[src/rtl/mux_tree_pipe.sv]
// mux_tree_pipe: pipelined binary mux tree with valid/ready flow control.
// Ports: clk, rst_n (async, active-low); in_valid/in_ready/in_data/in_sel
//   upstream; out_valid/out_ready/out_data/out_sel downstream; occupancy.
module mux_tree_pipe #(
  parameter  int WIDTH  = 8,
  parameter  int NUM_IN = 4,
  localparam int SEL_W  = $clog2(NUM_IN)
) (
  input  logic                    clk,
  input  logic                    rst_n,
  input  logic                    in_valid,
  output logic                    in_ready,
  input  logic [NUM_IN*WIDTH-1:0] in_data,
  input  logic [SEL_W-1:0]        in_sel,
  output logic                    out_valid,
  input  logic                    out_ready,
  output logic [WIDTH-1:0]        out_data,
  output logic [SEL_W-1:0]        out_sel,
  output logic [SEL_W:0]          occupancy
);

  localparam int LEVELS = SEL_W;

  logic [LEVELS-1:0] vld;
  logic [LEVELS-1:0] load;

  // A stage loads when empty or when its word moves on; the
  // chain is resolved from the output back so bubbles collapse.
  always_comb begin
    load = '0;
    load[LEVELS-1] = !vld[LEVELS-1] || out_ready;
    for (int k = LEVELS - 2; k >= 0; k--) begin
      load[k] = !vld[k] || load[k+1];
    end
  end

  assign in_ready = load[0];

  for (genvar k = 0; k < LEVELS; k++) begin : g_stg
    localparam int N = NUM_IN >> (k + 1);

    logic [2*N*WIDTH-1:0] src;
    logic                 src_v;
    logic [SEL_W-1:0]     src_sel;
    logic [N*WIDTH-1:0]   red;
    logic [N*WIDTH-1:0]   q;
    logic                 v_q;
    logic [SEL_W-1:0]     s_q;

    if (k == 0) begin : g_head
      assign src     = in_data;
      assign src_v   = in_valid;
      assign src_sel = in_sel;
    end else begin : g_body
      assign src     = g_stg[k-1].q;
      assign src_v   = g_stg[k-1].v_q;
      assign src_sel = g_stg[k-1].s_q;
    end

    // Pair (2j, 2j+1) collapses to word j under sel bit k.
    always_comb begin
      red = '0;
      for (int j = 0; j < N; j++) begin
        red[j*WIDTH +: WIDTH] = src_sel[k]
          ? src[(2*j+1)*WIDTH +: WIDTH]
          : src[(2*j)*WIDTH +: WIDTH];
      end
    end

    // Payload only moves with a valid word; an empty load just
    // clears the valid bit and leaves stale data in place.
    always_ff @(posedge clk or negedge rst_n) begin
      if (!rst_n) begin
        v_q <= 1'b0;
        q   <= '0;
        s_q <= '0;
      end else if (load[k]) begin
        v_q <= src_v;
        if (src_v) begin
          q   <= red;
          s_q <= src_sel;
        end
      end
    end

    assign vld[k] = v_q;

    if (k == LEVELS - 1) begin : g_out
      assign out_data = q;
      assign out_sel  = s_q;
    end
  end

  assign out_valid = vld[LEVELS-1];

  always_comb begin
    occupancy = '0;
    for (int k = 0; k < LEVELS; k++) begin
      occupancy = occupancy + (SEL_W+1)'(vld[k]);
    end
  end

endmodule

[config.mk]
export PLATFORM = sky130hd
export DESIGN_NAME = mux_tree_pipe
export DESIGN_NICKNAME = d
export VERILOG_FILES = /design/src/rtl/mux_tree_pipe.sv
export SDC_FILE = /design/constraint.sdc
export NUM_CORES = 1
export LEC_CHECK = 0
export ABC_AREA = 1
export CELL_PAD_IN_SITES_DETAIL_PLACEMENT = 1
export CELL_PAD_IN_SITES_GLOBAL_PLACEMENT = 1
export CORE_MARGIN = 3
export CORE_UTILIZATION = 33
export DETAILED_ROUTE_END_ITERATION = 12
export PLACE_DENSITY_LB_ADDON = 0.1
export SYNTH_ARGS = -nofsm -noshare
export SYNTH_HDL_FRONTEND = slang
export SYNTH_SLANG_ARGS = --single-unit
[constraint.sdc]
create_clock -name clk -period 2.8 [get_ports clk]
set_input_delay 0.42 -clock clk [delete_from_list [all_inputs] [get_ports clk]]
set_output_delay 0.42 -clock clk [all_outputs]
set_load 0.1 [all_outputs]
* Yosys cells after proc, flatten, opt, wreduce, memory -nomap -nowiden
Cells that the tools add are included.
** Operators by class
- Add/subtract/negate cells :: 1
- Muxes and demuxes :: 3
- Reduce and logical (&&, ||, !) cells :: 6
** Operator list (number)
- $mux W8 :: 3
- $reduce_and A2 Y1 :: 2
- $add A1 B1 Y2 :: 1
- $logic_not A1 Y1 :: 2
- $logic_or A1 B1 Y1 :: 2
** Storage, ports and cells
- Bits in registers :: 30
- Bits of input ports :: 38
- Output and inout bits :: 15
- Word-level logic and storage cells :: 16

* Logic depth before layout (Yosys ltp)
Gate-level depths: netlist of run 1.
- Depth after elaboration :: 4
- Depth in mapped cells :: 7
- Gate-level depth less buffers :: 6

* Worst setup path after synthesis of run 1
Ideal clock, no wire load.
- Kind :: register to output
- From :: reg g_stg[1].v_q (netlist: out_valid)
- To :: out occupancy[1]
- Data arrival time :: 1.876 ns
- Required time :: 2.380 ns
- Slack :: 0.504 ns
- Stages on the path, launching flop included :: 2
- Path buffers :: 0
- Path through :: dfrtp_1 -> ha_1
** On the way
- Longest elaborated chain between the ends :: 1
** RTL lines
- start, declared :: line 47 : logic v_q;
- start signal, assigned :: line 78 : v_q <= src_v;
- $add A1 B1 Y2 :: line 99 : occupancy = occupancy + (SEL_W+1)'(vld[k]);
- end, declared :: line 19 : output logic [SEL_W:0] occupancy
Every way passes these cells.

* Worst setup path after layout of run 1
- From :: in out_ready
- To :: out in_ready
** On the way
- Longest elaborated chain between the ends :: 2
** RTL lines
- start, declared :: line 16 : input logic out_ready,
- $logic_or A1 B1 Y1 :: line 31 : load[LEVELS-1] = !vld[LEVELS-1] || out_ready;
- $logic_or A1 B1 Y1 :: line 33 : load[k] = !vld[k] || load[k+1];
- end, declared :: line 12 : output logic in_ready,
Every way passes these cells.

==> results by group, run 1 <==
Run status
  • Status: completed

Clock tree
  • Worst-Skew Late Latency: 270 ps
  • Postcts setup bufs: 0
  • Hold buffers post-CTS: 0
  • Clk sinks: 30
  • Clk slew on worst S/H paths: 60 ps
  • Clock root buffer: clkbuf_8
  • Clock Tree Buf Depth: 2
  • Post_cts resized: 0
  • CTS HTree Levels: 2
  • CTS buffer count: 5
  • CTS tree: built

Setup path
  • Worst r2r path cells: 5
  • CP max FO: 4
  • Crit-path max cell delay: 400 ps
  • Setup CP Type: in2out
  • Crit-path cells: clkdlybuf4s50_1, inv_1, nand3_2, buf_12
  • Worst endpoint required time: 2380 ps
  • Critical Path Start Type: primary input
  • Setup crit start: out_ready
  • Slowest-stage cell, CP: clkdlybuf4s50_1
  • Buf/Inv on CP: 3
  • Top Family by Delay on Critical Path: buffers and inverters
  • CP endpoint kind: primary output
  • Flop2flop setup slack: 1580 ps
  • RR Startpoint: out_valid$_DFFE_PN0P_
  • Crit path DAT: 1310 ps
  • Worst reg2reg path endpoint: out_data[0]$_DFFE_PN0P_

Yosys
  • Top cells by count, synth: nand2_1, dfrtp_1, nand3_1
  • Post-synthesis register bit count: 30
  • EDFF count, synth: 0
  • Count leader, synth: nand2_1
  • Synth warn: 0
  • Syn_area_per_cell: 7.24 µm²
  • Syn Inst Count: 208
  • Synthesized net count: 247
  • Register area share after synthesis: 49.8%
  • Cell taking the most area after synthesis: dfrtp_1
  • Post-synth top area share: 49.8%
  • Top post-synthesis cells by area: dfrtp_1, nand2_1, nand3_1, buf_4, buf_6
  • Post-synth ARST share: 100%
  • Post-Syn Area: 0.00151 mm²
  • Top FF cell, synth: dfrtp_1
  • Yosys cell types: 14

STA
  • Fin crit period: 1730 ps
  • Slew Limit Fails: 0
  • Final worst path period share: 61.9%
  • Final hold vios: 0
  • Endpoints failing setup: 0
  • Setup WS post-layout: 1070 ps
  • Max_slew headroom: 58.4%
  • Fin Setup TNS: 0 ps
  • RSZ-0062 raised after global routing: false
  • Worst-Margin Slew: 622 ps
  • FMAX: 577 MHz
  • Clock Skew: 3.68 ps

Floorplanning
  • Die X: 73.6 µm
  • Die Y-Extent: 73.6 µm
  • Rows: 23
  • IO Pins: 53
  • Core area: 0.00420 mm²
  • Die ar.: 0.00541 mm²
  • Initial Util: 35.9%

Pwr
  • Total power divided by cell area: 811 mW/mm²
  • Max rail drop VDD: 0.309 mV
  • Total Power: 1680 µW
  • Static Leak: 0.00114 µW

Final layout
  • Finished Cell Area: 0.00208 mm²
  • Fill count: 532
  • Area occupied by multi-input gates: 658 µm²
  • Share of layout cells above drive strength 1: 10.5%
  • Syn-to-layout area delta: 37.8%
  • Inserted Diodes: 0
  • Register Area: 751 µm²
  • Layout net count: 297

Drt
  • Initial DRC count: 43
  • WL final: 3680 µm
  • Vias/cell: 4.53
  • Vias: 1396
  • Antenna Nets Post-Route: 0
  • Drt pass-1 iters: 4
  • Residual DRC count: 0
  • Drt wl/cell: 11.9 µm

Hold path
  • WHS Endpoint: out_data[7]$_DFFE_PN0P_
  • WHS Path Cells: 2
  • Worst Hold Launch: out_data[7]$_DFFE_PN0P_
  • Worst hold path class: reg2reg

Placement
  • Port bufs: 51
  • Hpwl dp: 2750 µm
  • GP Congestion: 0.711
  • Dpl cell area: 0.00200 mm²
  • Pre-CTS setup slack: 900 ps

Run
  • Max cap viols: 0

GRT
  • Largest net degree at the start of global routing: 31
  • Initial antenna violation count: 0
  • Total gr overflow: 0
  • Tot GR Track Use: 14.7%
  • Number of global-route vias before repair: 1318
  • Global-route wire length before repair: 6150 µm
==> layout make-up <==
| class | instances | share of cell area, % |
|---|---|---|
| inverter | 4 | 0.844 |
| sequential | 30 | 36.2 |
| timing repair buffer | 54 | 24.6 |
| clock buffer | 7 | 3.68 |
| tap | 50 | 3.01 |
| multi-input combinational | 163 | 31.7 |
==> worst reg2reg max path, cell delays in order (launching register included) <==
cell	delay, ps
dfrtp_1	400
nand2_1	90
nand2_1	320
inv_2	160
nand2_1	100
nand2_1	50
==> worst max-delay path by stage <==
stage	end	slack (ps)	cells after the start
final	in_ready	1070	4
after CTS	in_ready	1050	4
after global routing	in_ready	1000	4
after floorplan	occupancy[1]	500	1
after global placement	g_stg[0].q[15]$_DFFE_PN0P_	950	6
after detailed placement	g_stg[0].q[15]$_DFFE_PN0P_	900	6
==> per-stage QoR <==
stage	util (%)	hold WS, ps	std cells
detailed placement	47.6	466	301
CTS	49.4	482	308
global placement	47.6	456	301
global route	49.4	493	308
finish	49.4	476	308
floorplan	-	124	208
==> metal layers <==
metal	share of wire [%]	track usage (%)	wire length (µm)	vias up
met2	41	21.9	1520	51
met3	7.0	4.10	258	4
met4	1.6	5.43	59	0
met5	0	0	0	-
met1	50	20.4	1830	609
li1	-	-	-	732
==> sequential cells by signal (all words and copies together), names as in the netlist <==
name,count
g_stg.q,16
out_data,8
g_stg.s_q,2
out_sel,2
g_stg.v_q,1
out_valid,1
==> power breakdown <==
group          internal, µW  switching [µW]
Clock                   170             142
Combinational           190             602
Sequential              525            54.1
Total                   885             798
==> cell families (layout without fill, tap and decap cells) <==
kind of cell,after synthesis,after routing,share of synthesized area (%)
AND/OR/NAND/NOR,160,160,42.3
flip-flops,30,30,49.8
buffers and inverters,15,65,6.48
adder cells (fa/ha/maj),1,1,0.830
other,1,1,0.249
AO/OA/AOI/OAI,1,1,0.332
==> placed cells by master (no fill, tap or decap) <==
cell	Yosys	routed
nand2_1	140	140
clkbuf_8	0	5
clkbuf_1	0	2
dfrtp_1	30	30
nand3_2	1	1
inv_4	1	1
conb_1	1	1
nand2_4	1	1
buf_4	5	16
inv_2	2	2
nand3_1	18	18
clkdlybuf4s50_1	0	37
ha_1	1	1
o21ai_0	1	1
buf_12	0	1
inv_1	1	1
Note: power is estimated with default switching activity, not from simulation.
==> run 2, diff against run 1 <==
- CORE_UTILIZATION: 33 -> 28
- clock period: 2.8 -> 1.45 ns (I/O delays scaled with it)
==> run 2 against run 1 <==
Core utilization is 3.8 points lower. Cell count is 7.8% higher. Critical path type is now reg2out. Count of clock-buffer cells in the layout stayed put. Non-clock buffer count is 4 higher. Wire length is 5.7% higher. Largest power group unchanged. Sequential power is 110% higher.
==> results by group, run 2 (synthesis gave the netlist of run 1 again) <==
Floorplanning
  • Die Y-Extent: 79.4 µm (was 73.6 µm)
  • Die ar.: 0.00630 mm² (was 0.00541 mm²)
  • Rows: 26 (was 23)
  • Die X: 79.4 µm (was 73.6 µm)
  • Core area: 0.00514 mm² (was 0.00420 mm²)
  • Initial Util: 29.3% (was 35.9%)
  • IO Pins: 53 (unchanged)

Final layout
  • Commonest non-fill, non-tap cell in the layout: nand2_1 (unchanged)
  • Fill count: 648 (was 532)
  • Max reg flops: 16 (unchanged)
  • Reg with most FFs: g_stg.q (unchanged)
  • Inserted Diodes: 0 (unchanged)
  • Layout net count: 301 (was 297)
  • Most frequent cells in the layout: nand2_1, clkdlybuf4s50_1, dfrtp_1, nand3_1, buf_12 (was nand2_1, clkdlybuf4s50_1, dfrtp_1, nand3_1, buf_4)
  • Syn-to-layout area delta: 55.5% (was 37.8%)
  • Fin cells: 332 (was 308)
  • Share of layout cells above drive strength 1: 12.6% (was 10.5%)

Clock tree
  • Hold buffers post-CTS: 0 (unchanged)
  • Clk slew on worst S/H paths: 60 ps (about the same)
  • CTS tree: built (unchanged)
  • Clock root buffer: clkbuf_8 (unchanged)
  • CTS buffer count: 5 (unchanged)
  • Worst-Skew Late Latency: 270 ps (about the same)
  • CTS HTree Levels: 2 (unchanged)
  • Clock Tree Buf Depth: 2 (unchanged)
  • Clk sinks: 30 (unchanged)

GRT
  • Largest net degree at the start of global routing: 31 (unchanged)
  • Tot GR Track Use: 14.1% (was 14.7%)
  • Global-route wire length before repair: 6930 µm (was 6150 µm)
  • Total gr overflow: 0 (unchanged)
  • Initial antenna violation count: 0 (unchanged)
  • Number of global-route vias before repair: 1488 (was 1318)

Placement
  • Placed cells: 323 (was 301)
  • Hpwl dp: 3020 µm (was 2750 µm)
  • Pre-CTS setup slack: 34.6 ps (was 900 ps)
  • GP Congestion: 0.732 (was 0.711)
  • Port bufs: 51 (unchanged)

STA
  • Slew Limit Fails: 0 (unchanged)
  • Endpoints failing setup: 0 (unchanged)
  • Final worst path period share: 99.9%
  • Clock Skew: 3.90 ps (was 3.68 ps)
  • Fin crit period: 1450 ps
  • FMAX: 690 MHz
  • Fin Setup TNS: 0 ps (unchanged)
  • Final hold vios: 0 (unchanged)
  • RSZ-0062 raised after global routing: true (was false)
  • Setup WS post-layout: 1.08 ps (was 1070 ps)
  • Hold Worst Slack: 334 ps (was 476 ps)

Setup path
  • Worst endpoint required time: 1230 ps (was 2380 ps)
  • CP max FO: 3 (was 4)
  • Setup CP Type: reg2out (was in2out)
  • Critical Path Start Type: register (was primary input)
  • CP endpoint kind: primary output (unchanged)
  • Crit path DAT: 1230 ps (was 1310 ps)
  • Worst r2r path cells: 6 (was 5)

Drt
  • Antenna Nets Post-Route: 0 (unchanged)
  • Initial DRC count: 64 (was 43)
  • Residual DRC count: 0 (unchanged)
  • Vias/cell: 4.20 (was 4.53)
  • WL final: 3880 µm (was 3680 µm)
  • Drt pass-1 iters: 4 (unchanged)
  • Drt wl/cell: 11.7 µm (was 11.9 µm)
  • Vias: 1393 (was 1396)

Hold path
  • Worst hold path class: in2async (was reg2reg)

Pwr
  • Static Leak: 0.00122 µW (was 0.00114 µW)
  • Total Power: 3670 µW (was 1680 µW)
  • Total power divided by cell area: 1570 mW/mm² (was 811 mW/mm²)
  • Max rail drop VDD: 0.558 mV (was 0.309 mV)

Run
  • Max cap viols: 0 (unchanged)

Run status
  • Status: completed (unchanged)
[run 2: stage by stage]
step	utilization (%)	area (µm²)
finish	45.6	2340
global route	45.6	2340
CTS	45.6	2340
detailed placement	43.6	2240
global placement	43.6	2240
floorplan	-	1530
[run 2: metal layers]
layer / vias to the layer above / wire (µm) / share of wire, % / global-route usage, %
met5: - / 0 / 0 / 0
met4: 0 / 59 / 1.5 / 5.67
met3: 4 / 261 / 6.7 / 4.08
met2: 51 / 1700 / 44 / 23.1
met1: 601 / 1860 / 48 / 17.4
li1: 737 / - / - / -
[run 2: final timing paths]
path,start,end,slack [ps]
min in group clk,g_stg[0].q[4]$_DFFE_PN0P_,g_stg[0].q[4]$_DFFE_PN0P_,480
worst min-delay path,rst_n,out_sel[1]$_DFFE_PN0P_,330
worst max-delay path,out_valid$_DFFE_PN0P_,occupancy[0],1
max in group asynchronous,rst_n,out_valid$_DFFE_PN0P_,820
worst min register to register,g_stg[0].q[4]$_DFFE_PN0P_,g_stg[0].q[4]$_DFFE_PN0P_,480
worst max register to register,out_valid$_DFFE_PN0P_,out_sel[1]$_DFFE_PN0P_,150
[run 2: critical path, stage by stage (launching register included)]
cell and delay, ps:
dfrtp_4 510, ha_4 280, buf_12 160
[run 2: layout make-up]
cell class,count,area (µm²),share of cell area [%]
tap,70,87.6,3.74
sequential,30,754,32.2
clock buffer,7,76.3,3.26
timing repair buffer,58,728,31.1
multi-input combinational,163,678,29.0
inverter,4,17.5,0.748
[run 2: repair_timing]
| action | in CTS | in global routing |
|---|---|---|
| buffers inserted | 2 | 0 |
| gates resized for setup | 1 | 0 |
| hold endpoints to repair | 0 | 0 |
| setup endpoints to repair | 2 | 2 |
[run 2: report_power, final]
group | internal (µW) | switching (µW)
logic | 689 | 1190
clock network | 329 | 282
registers | 1020 | 168
